$ cat src/rtl/seq_demux_lanes_pkg.sv
// Shared defaults and lane-data type for the 1:N lane demux and the 32:1 selector mux.
package mux_pkg;
  localparam int DEF_DATA_W    = 2;
  localparam int DEF_NUM_LANES = 32;
  localparam int DEF_SEL_W     = 5;

  typedef logic [DEF_DATA_W-1:0] lane_t;
endpackage

$ cat src/rtl/seq_demux_lanes_lane.sv
// One lane holding register with its valid flag; a write wins over an ack in the same cycle.
module demux_lane
  import mux_pkg::*;
#(
  parameter int DATA_W = DEF_DATA_W
) (
  input  logic              clk,
  input  logic              reset,
  input  logic              wr_en,
  input  logic [DATA_W-1:0] wr_data,
  input  logic              ack,
  output logic [DATA_W-1:0] data,
  output logic              valid
);

  // Data is kept after an ack so the lane stays stable for late observers.
  always_ff @(posedge clk) begin
    if (reset) begin
      data  <= '0;
      valid <= 1'b0;
    end else if (wr_en) begin
      data  <= wr_data;
      valid <= 1'b1;
    end else if (ack) begin
      valid <= 1'b0;
    end else begin
      valid <= valid;
    end
  end

endmodule

$ cat src/rtl/seq_demux_lanes.sv
// Registered 1:N demux with per-lane valid/ack; define AUTO_SEL_EN to build the
// round-robin target pointer selected by auto_mode.
module seq_demux_lanes
  import mux_pkg::*;
#(
  parameter int DATA_W    = DEF_DATA_W,
  parameter int NUM_LANES = DEF_NUM_LANES,
  parameter int SEL_W     = DEF_SEL_W
) (
  input  logic                        clk,
  input  logic                        reset,
  input  logic [DATA_W-1:0]           inp,
  input  logic                        inp_valid,
  output logic                        inp_ready,
  input  logic [SEL_W-1:0]            sel,
  input  logic                        auto_mode,
  output logic [NUM_LANES*DATA_W-1:0] out_bus,
  output logic [NUM_LANES-1:0]        out_valid,
  input  logic [NUM_LANES-1:0]        out_ack,
  output logic [SEL_W:0]              out_count,
  output logic                        sel_err
);

  logic [SEL_W-1:0]     tgt;
  logic [NUM_LANES-1:0] hit;
  logic [NUM_LANES-1:0] wr_en;
  logic [NUM_LANES-1:0] next_valid;
  logic                 in_range;
  logic                 accept;
  logic [SEL_W:0]       count_next;

`ifdef AUTO_SEL_EN
  logic [SEL_W-1:0] ptr;

  always_comb begin
    if (auto_mode) begin
      tgt = ptr;
    end else begin
      tgt = sel;
    end
  end

  // The pointer only advances on an accepted auto-mode word, so it never skips a full lane.
  always_ff @(posedge clk) begin
    if (reset) begin
      ptr <= '0;
    end else if (auto_mode && accept) begin
      if (ptr == SEL_W'(NUM_LANES - 1)) begin
        ptr <= '0;
      end else begin
        ptr <= ptr + {{(SEL_W-1){1'b0}}, 1'b1};
      end
    end else begin
      ptr <= ptr;
    end
  end
`else
  logic unused_auto_mode;
  assign unused_auto_mode = auto_mode;

  always_comb begin
    tgt = sel;
  end
`endif

  always_comb begin
    hit = '0;
    for (int i = 0; i < NUM_LANES; i++) begin
      hit[i] = (tgt == SEL_W'(i));
    end
  end

  assign in_range = |hit;

  // Out-of-range targets are always ready so the word can be dropped and flagged.
  always_comb begin
    if (reset) begin
      inp_ready = 1'b0;
    end else if (!in_range) begin
      inp_ready = 1'b1;
    end else begin
      inp_ready = |(hit & (~out_valid | out_ack));
    end
  end

  assign accept     = inp_valid & inp_ready;
  assign wr_en      = hit & {NUM_LANES{accept}};
  assign next_valid = wr_en | (out_valid & ~out_ack);

  always_comb begin
    count_next = '0;
    for (int i = 0; i < NUM_LANES; i++) begin
      count_next = count_next + {{SEL_W{1'b0}}, next_valid[i]};
    end
  end

  always_ff @(posedge clk) begin
    if (reset) begin
      out_count <= '0;
      sel_err   <= 1'b0;
    end else begin
      out_count <= count_next;
      sel_err   <= accept & ~in_range;
    end
  end

  for (genvar g = 0; g < NUM_LANES; g++) begin : g_lane
    demux_lane #(
      .DATA_W(DATA_W)
    ) u_lane (
      .clk    (clk),
      .reset  (reset),
      .wr_en  (wr_en[g]),
      .wr_data(inp),
      .ack    (out_ack[g]),
      .data   (out_bus[g*DATA_W +: DATA_W]),
      .valid  (out_valid[g])
    );
  end

endmodule
$ cat config.mk
export PLATFORM = sky130hd
export DESIGN_NAME = seq_demux_lanes
export DESIGN_NICKNAME = d
export VERILOG_FILES = /design/src/rtl/seq_demux_lanes_pkg.sv /design/src/rtl/seq_demux_lanes_lane.sv /design/src/rtl/seq_demux_lanes.sv
export SDC_FILE = /design/constraint.sdc
export NUM_CORES = 1
export LEC_CHECK = 0
export ABC_AREA = 0
export BUFFER_PORTS_ARGS = -buffer_cell sky130_fd_sc_hd__buf_2
export CAP_MARGIN = 30
export CORE_MARGIN = 2
export CORE_UTILIZATION = 46
export CTS_BUF_LIST = sky130_fd_sc_hd__clkbuf_2
export DETAILED_ROUTE_END_ITERATION = 16
export PLACE_DENSITY_LB_ADDON = 0.15
export SETUP_SLACK_MARGIN = 0.4
export SYNTH_ARGS = -nofsm -noshare
export SYNTH_HDL_FRONTEND = slang
export SYNTH_SLANG_ARGS = --single-unit
$ cat constraint.sdc
create_clock -name clk -period 7.8 [get_ports clk]
set_input_delay 1.17 -clock clk [delete_from_list [all_inputs] [get_ports clk]]
set_output_delay 1.17 -clock clk [all_outputs]
set_load 0.01 [all_outputs]
==> metrics.cfg <==
[finish]
layout-drive-gt1-share_pct=34.0
num-fill-cells=1083
final_common_cell=buf_2
finalNonFillerCells=916
area_growth_pct=23.2
ff_latch_area_sq_um=2060
num-nets-final=842
mostFrequentLayoutCells=buf_2, dfxtp_1, nand2_1
num_antenna_cells=0
final_util_pct=57.5
multi_input_area_sq_um=2740

[place]
dp.cells=898
portBuffers=145
gp_congestion=0.990
dp_hpwl_mm=13.2

[pwr]
powerDensity_nw_per_um2=141
p_total_w=0.000916
peakVddDrop_mv=0.105
leakagePower_nw=3.05

[sta]
rsz0062_at_grt=no
finClkSkew_ns=0.0448
timing.hold.ws_ns=0.492
fin_tns_setup_ns=0
slew_viol_final=0
finalHoldViolCount=0
slew_headroom_pct=48.1
period_share_pct=92.1
setup_viol=0
tightest_slew_ns=0.776
min_period_ns=7.18
fmax_ghz=0.139

[job]
cap_viol_max_count=0

[die]
rows=39
start_util_pct=46.6
design.die.area_sq_um=12300
die_x_microns=111
boundaryPins=147
dieHeight_microns=111
core-area_sq_um=11300

[cts]
cts.sinks=103
clock_latency_ns=0.62
cts_tree=yes
cts_root_buffer=clkbuf_2
cts_buffers=9
clkTransAtPathRegs_ns=0.28
cts_buffer_depth=2
htree_num_levels=3

[global_routing]
grt_pass1_vias=5071
grt_pass1_wl_mm=26.9
antenna_found_initial=0
overflow=0
grt.total_usage_pct=27.8
grt_max_degree=54

[yosys]
yosysWarnings=0
synthTopCellsByArea=dfxtp_1, o22ai_1, fa_1
yosysSeqAreaShare_pct=39.2
synthCells=607
yosysUniqueCellTypes=50
yosysTopAreaCell=dfxtp_1
synth-seq-cells=103
syn_nets=681
synth_edf_count=0
syn_avg_cell_area_sq_um=8.66
synth_top_area_share_pct=39.2
ys.flop_type=dfxtp_1
async_flop_share_pct=0
syn-cell-area_sq_um=5260

[drt]
antenna_left=0
first_pass_iters=5
drcViolationCount=0
dr_total_vias=5060
drt_iter0_markers=376
vias_per_cell=5.52
avgRoutedWirePerCell_microns=18.7
wl_mm=17.1

[setup_path]
critPathSlowestCell=or4_4
crit_arrival_ns=7.68
crit_path_frequent_cell=fa_1
crit_type=in2reg
endpoint_kind=flop
cpPeakStageDelay_ns=0.58
crit_fanout=11
start_kind=input pin
crit_required_ns=8.30

[run_status]
status=finished, final reports clean

[worst_hold_path]
hold_class=reg2reg

-- routing by layer --
metal,GRT usage (%),vias up,share of wire [%]
met5,0,-,0
met4,10.8,0,2.4
met3,5.63,29,7.2
met2,43.7,235,45
met1,37.7,2397,46
li1,-,2399,-
-- path summary, 6_finish.rpt --
path	from	end	slack (ns)	cells past startpoint
worst min register to register	g_lane[6].u_lane.data[1]$_SDFFE_PP0P_	g_lane[6].u_lane.data[1]$_SDFFE_PP0P_	0.49	2
worst max register to register	g_lane[4].u_lane.valid$_SDFFE_PP0P_	out_count[4]$_SDFF_PP0_	1.16	23
worst max-delay path	sel[3]	out_count[4]$_SDFF_PP0_	0.62	26
worst min-delay path	g_lane[6].u_lane.data[1]$_SDFFE_PP0P_	g_lane[6].u_lane.data[1]$_SDFFE_PP0P_	0.49	2
-- worst max-delay path: cells and delay by family --
family	cells	cell delay [ns]
buffers and inverters	7	0.70
XOR/XNOR	1	0.16
AND/OR/NAND/NOR	5	1.23
AO/OA/AOI/OAI	5	0.80
adder cells (fa/ha/maj)	8	3.61
-- repair_timing --
item | 4_1_cts | 5_1_grt
endpoints found under the setup margin | 0 | 3
hold buffers | 0 | 0
resized for setup | 0 | 3
buffers inserted | 0 | 2
hold endpoints to repair | 0 | 0
-- flip-flops by register name, summed over array words and instances (netlist names) --
signal and flops:
g_lane.u_lane.valid 32, g_lane.u_lane.data 64, out_count 6, sel_err 1
-- layout make-up --
| cell class | instances | share of cell area (%) |
|---|---|---|
| clock buffer | 11 | 0.850 |
| clock inverter | 5 | 0.869 |
| inverter | 26 | 1.51 |
| multi-input combinational | 408 | 42.2 |
| sequential | 103 | 31.8 |
| tap | 143 | 2.76 |
| timing repair buffer | 220 | 19.9 |
-- cells in the mapped netlist (3+ instances only) --
cell type / n
dfxtp_1: 103
buf_2: 7
buf_4: 33
nand3_1: 16
o21ai_0: 16
inv_1: 26
ha_1: 7
nor4bb_1: 3
nor2b_1: 17
and2_1: 4
a21o_1: 7
a21oi_1: 11
clkbuf_1: 27
buf_6: 3
nand2_1: 92
nand2_2: 8
o21a_1: 4
nor2_1: 18
and3_1: 5
nor3_1: 32
o22ai_1: 83
nand2b_1: 27
fa_1: 24
a22oi_1: 3
-- where the power goes --
| group | switching (W) | internal (W) |
|---|---|---|
| Clock | 0.000180 | 0.0000770 |
| Combinational | 0.0000750 | 0.0000502 |
| Sequential | 0.00000155 | 0.000532 |
-- cell families after synthesis --
logic type	Yosys count	synth area share [%]
and+or+nand+nor	235	22.6
other	1	0.0713
DFF	103	39.2
xor gates and xnor gates	3	0.500
adders and majority gates	31	10.8
buffers and inverters	96	9.81
AOI/OAI and AO/OA	138	16.9
-- per-stage QoR --
stage	setup slack, ns	area (sq um)
6_report	0.615	6480
4_1_cts	0.526	6450
5_1_grt	0.432	6480
2_1_floorplan	0.399	5320
3_3_place_gp	-0.0633	6340
3_5_place_dp	-0.133	6340
Power figures use the tool's default switching activity.
